--- src/rtl/smart_scrub.sv ---
// Safe-area scrubber: on violation or request, holds the CPU, fills [LOW_SAFE, HIGH_SAFE]
// with FILL, reads every word back, and flags any mismatch in a sticky scrub_err.
module smart_scrub #(
  parameter int          SIZE_MEM_ADDR = 15,
  parameter int unsigned LOW_SAFE      = 200,
  parameter int unsigned HIGH_SAFE     = 200,
  parameter logic [15:0] FILL          = 16'h0000
) (
  input  logic                   mclk,
  input  logic                   reset_n,
  input  logic                   violation,
  input  logic                   scrub_req,
  input  logic [15:0]            mem_dout,
  output logic                   cpu_hold,
  output logic                   busy,
  output logic [SIZE_MEM_ADDR:0] mem_addr,
  output logic [15:0]            mem_din,
  output logic                   mem_cen,
  output logic [1:0]             mem_wen,
  output logic                   done,
  output logic                   scrub_err
);

  localparam int AW = SIZE_MEM_ADDR + 1;
  localparam logic [AW-1:0] LOW_A  = AW'(LOW_SAFE);
  localparam logic [AW-1:0] HIGH_A = AW'(HIGH_SAFE);

  typedef enum logic [2:0] {IDLE, WR, RD, CMP, DONE} state_t;

  typedef struct packed {
    logic          cen;
    logic [1:0]    wen;
    logic [AW-1:0] addr;
    logic [15:0]   din;
  } mem_req_t;

  state_t        state, state_nxt;
  logic [AW-1:0] addr, addr_nxt;
  logic          pending, pending_nxt;
  logic          err_nxt;
  logic          trig;
  logic          at_high;
  mem_req_t      req;

  assign trig    = violation | scrub_req;
  assign at_high = (addr == HIGH_A);

  always_ff @(posedge mclk or negedge reset_n) begin
    if (!reset_n) begin
      state     <= IDLE;
      addr      <= '0;
      pending   <= 1'b0;
      scrub_err <= 1'b0;
    end else begin
      state     <= state_nxt;
      addr      <= addr_nxt;
      pending   <= pending_nxt;
      scrub_err <= err_nxt;
    end
  end

  always_comb begin
    state_nxt   = state;
    addr_nxt    = addr;
    pending_nxt = pending;
    err_nxt     = scrub_err;
    // Triggers arriving while busy are folded into one queued restart.
    if (state != IDLE && trig) pending_nxt = 1'b1;
    case (state)
      IDLE: begin
        if (trig | pending) begin
          state_nxt   = WR;
          addr_nxt    = LOW_A;
          pending_nxt = 1'b0;
          err_nxt     = 1'b0;
        end
      end
      WR: begin
        if (at_high) begin
          state_nxt = RD;
          addr_nxt  = LOW_A;
        end else begin
          addr_nxt  = addr + 1'b1;
        end
      end
      RD: state_nxt = CMP;
      CMP: begin
        // mem_dout here is the data for the read strobed in the preceding RD cycle.
        if (mem_dout != FILL) err_nxt = 1'b1;
        if (at_high) begin
          state_nxt = DONE;
        end else begin
          state_nxt = RD;
          addr_nxt  = addr + 1'b1;
        end
      end
      DONE:    state_nxt = IDLE;
      default: state_nxt = IDLE;
    endcase
  end

  always_comb begin
    req.cen  = 1'b1;
    req.wen  = 2'b11;
    req.addr = '0;
    req.din  = '0;
    case (state)
      WR: begin
        req.cen  = 1'b0;
        req.wen  = 2'b00;
        req.addr = addr;
        req.din  = FILL;
      end
      RD: begin
        req.cen  = 1'b0;
        req.addr = addr;
        req.din  = FILL;
      end
      CMP, DONE: begin
        req.addr = addr;
        req.din  = FILL;
      end
      default: ;
    endcase
  end

  assign mem_cen  = req.cen;
  assign mem_wen  = req.wen;
  assign mem_addr = req.addr;
  assign mem_din  = req.din;
  assign busy     = (state != IDLE);
  assign cpu_hold = busy;
  assign done     = (state == DONE);

endmodule

--- config.mk ---
export PLATFORM = sky130hd
export DESIGN_NAME = smart_scrub
export DESIGN_NICKNAME = d
export VERILOG_FILES = /design/src/rtl/smart_scrub.sv
export SDC_FILE = /design/constraint.sdc
export NUM_CORES = 1
export LEC_CHECK = 0
export ABC_AREA = 1
export CAP_MARGIN = 10
export CORE_UTILIZATION = 50
export DETAILED_ROUTE_END_ITERATION = 8
export DONT_BUFFER_PORTS = 1
export PLACE_DENSITY = 0.67
export SYNTH_ARGS = -nofsm -noshare
export SYNTH_HDL_FRONTEND = slang
export SYNTH_SLANG_ARGS = --single-unit
--- constraint.sdc ---
create_clock -name mclk -period 2.05 [get_ports mclk]
set_clock_uncertainty 0.15 [all_clocks]
set_input_delay 0.3075 -clock mclk [delete_from_list [all_inputs] [get_ports mclk]]
set_output_delay 0.3075 -clock mclk [all_outputs]
set_load 0.02 [all_outputs]
==> out/metrics.yaml <==
yosys:
  syn_avg_cell_area_sq_um: 6.30
  synth.cell_area_sq_um: 1730
  synth_cell_type_count: 25
  synth_top_family_by_area: "simple AND/OR/NAND/NOR gates"
  synthTopCellsByCount: "nand2_1, nor2_1, inv_1, dfrtp_1, buf_4"
  yosysTopAreaCellShare: 0.303
  synth_edf_count: 0
  ys_ff_latch: 21
  synth_warnings: 0
  synthTopCellsByArea: "dfrtp_1, nand2_1, nor2_1"
  synth_area_leader_cell: "dfrtp_1"
  synthAdderAreaFrac: 0.0145
  synthMuxAreaShare: 0
  yosysMostFrequentCell: "nand2_1"
  synth_ff_type: "dfrtp_1"
  synthArstFlopShare: 1.00
  synth-simple-area-share: 0.419
  synth_xor_area_frac: 0.0152
  synth_compound_area_frac: 0.0751
  syn_inst: 275
  ys_seq_area_frac: 0.303
outcome:
  status: "finished with violations"
  violations: "negative setup slack"
timing:
  fin_crit_ns: 2.08
  layout_setup_ws_ns: -0.0318
  final_max_slew_viol_count: 0
  fmax_mhz: 480
  setup_viol: 15
  relSlewSlack: 0.335
  rsz0062_at_grt: "yes"
  fin_tns_setup_ns: -0.266
  hold_violations: 0
  finalCritPeriodShare: 1.02
  tightest_slew_ns: 0.995
setup_path:
  arrival_ns: 1.62
  crit_type: "reg -> out"
  cp-start-kind: "flop"
  worst_setup_path_end_kind: "output pin"
  worstPathRequired_ns: 1.59
  critPathMaxFanout: 8
grt:
  grt_overflow_total: 0
  antenna_found_initial: 0
  grt_pass1_wl_um: 6880
  grt_pass1_vias: 1539
  grt_max_degree: 22
  grt_use_total: 0.252
power:
  p_per_area_nw_per_um2: 329
  switching_power_uw: 166
  switching_share: 0.251
  p_comb_frac: 0.059
  p_clk_frac: 0.313
  peakVddDrop_v: 0.000297
  pwr-share-seq: 0.628
  p_int_uw: 493
  power.leakage_nw: 1.02
routing:
  drc: 0
  wl_met1_um: 1930
  top_layer_used: "met4"
  wl_met3_um: 166
  first_iter_violations: 135
  wl_per_cell_um: 12.3
  via_count: 1711
  vias_per_cell: 4.92
  wirelength_um: 4300
  routed-wl-met2_um: 2120
  drtPass1Iterations: 4
  ant_nets: 0
clocking:
  clock-root-buffer: "clkbuf_4"
  clkSinkCount: 21
  insertion_delay_ns: 0.31
  cts_buffers: 3
  cts.clk_slew.worst_paths_ns: 0.11
  tritoncts: "done"
  h-tree-depth: 1
  clock_path_buffers: 2
place:
  portBuffers: 0
  dp_hpwl_um: 3050
  place_ws_ns: 0.223
  gp_congestion: 0.905
  placed_area_sq_um: 1860
die:
  initial_core_util: 0.519
  core-area_sq_um: 3340
  dieWidth_um: 60.9
  ioPinCount: 59
  die_y_um: 60.9
  fp-row-count: 21
  dieArea_sq_um: 3700
finish:
  nets: 325
  multi_input_area_sq_um: 1000
  drive_gt1_frac: 0.195
  antenna_cells: 0
  postLayoutCellArea_sq_um: 2000
  ff_latch_area_sq_um: 529
  num-fill-cells: 347
  area.growth.synth_to_final_pct: 15.7
min_path:
  hp-class: "in -> reg"
job:
  drv_cap: 0
==> registers in the layout, summed over array words and instances (netlist names) <==
signal     cells
addr          16
pending        1
scrub_err      1
state          3
==> power by group through the flow <==
| stage | Sequential (mW) | Clock [mW] | Combinational (mW) |
|---|---|---|---|
| after global routing | 0.414 | 0.229 | 0.0454 |
| after global placement | 0.422 | 0 | 0.0292 |
| after CTS | 0.414 | 0.223 | 0.0397 |
| final | 0.414 | 0.206 | 0.0390 |
| after detailed placement | 0.422 | 0 | 0.0293 |
| after floorplan | 0.422 | 0 | 0.0524 |
==> critical path, stage by stage, from the launching register on <==
cell,delay [ns]
dfrtp_2,0.45
buf_4,0.15
nor2_4,0.13
inv_2,0.07
nand2_4,0.07
nor3_4,0.04
buf_6,0.15
nor2_1,0.10
buf_4,0.15
==> per-layer routing <==
layer | global-route usage | up-vias
met5 | 0 | -
met4 | 0.0747 | 0
met3 | 0.0490 | 8
met2 | 0.422 | 38
met1 | 0.331 | 791
li1 | - | 874
==> cell usage in the layout, fill, tap and decap left out, drive strengths merged <==
cell type / Yosys / routed
xor2: 3 / 3
o31ai: 1 / 1
nor3: 3 / 3
o21ai: 9 / 9
ha: 2 / 2
clkbuf: 0 / 4
o211ai: 9 / 9
nor2: 54 / 54
dfrtp: 21 / 21
buf: 25 / 32
conb: 1 / 16
dlygate4sd3: 0 / 1
a21oi: 2 / 2
nand4: 3 / 3
nand2: 94 / 94
nor4: 2 / 2
nand3: 16 / 16
inv: 30 / 30
==> metrics by stage <==
stage | utilization | power, mW | hold slack [ns] | std cells
finish | 0.600 | 0.659 | 0.0689 | 348
global route | 0.600 | 0.689 | 0.0907 | 348
CTS | 0.585 | 0.677 | 0.0541 | 346
detailed placement | 0.556 | 0.452 | -0.138 | 336
global placement | 0.556 | 0.451 | -0.138 | 336
floorplan | - | 0.475 | -0.138 | 290
==> worst paths after layout <==
| kind | from | end | slack (ns) | cells past startpoint |
|---|---|---|---|---|
| setup / recovery | state[1] | mem_addr[7] | -0.03 | 8 |
| hold / removal | mem_dout[14] | scrub_err | 0.07 | 4 |
| setup reg to reg | addr[0] | addr[15] | 0.18 | 9 |
| hold reg to reg | addr[1] | addr[1] | 0.39 | 2 |
| max in group asynchronous | reset_n | state[1] | 0.63 | 1 |
| min in group asynchronous | reset_n | addr[15] | 0.44 | 1 |
==> cells by family (layout without fill, tap and decap cells) <==
| group | Yosys count | after routing |
|---|---|---|
| adders and majority gates | 2 | 2 |
| other | 1 | 16 |
| and+or+nand+nor | 172 | 172 |
| buffers and inverters | 55 | 67 |
| AOI/OAI and AO/OA | 21 | 21 |
| DFF | 21 | 21 |
| xor gates and xnor gates | 3 | 3 |
==> layout make-up <==
class | instances | area share
repair buffers | 33 | 0.136
well taps | 46 | 0.0287
flip-flops and latches | 21 | 0.264
multi-input cells | 214 | 0.500
inverters | 30 | 0.0575
clock buffers | 4 | 0.0131
==> repair_timing <==
| item | CTS | global route |
|---|---|---|
| pin swaps | 2 | 0 |
| setup endpoints to repair | 16 | 17 |
| buffers inserted | 5 | 2 |
| hold endpoints to repair | 21 | 0 |
| hold buffers | 1 | 0 |
| resized for setup | 8 | 11 |
Power figures use the tool's default switching activity.
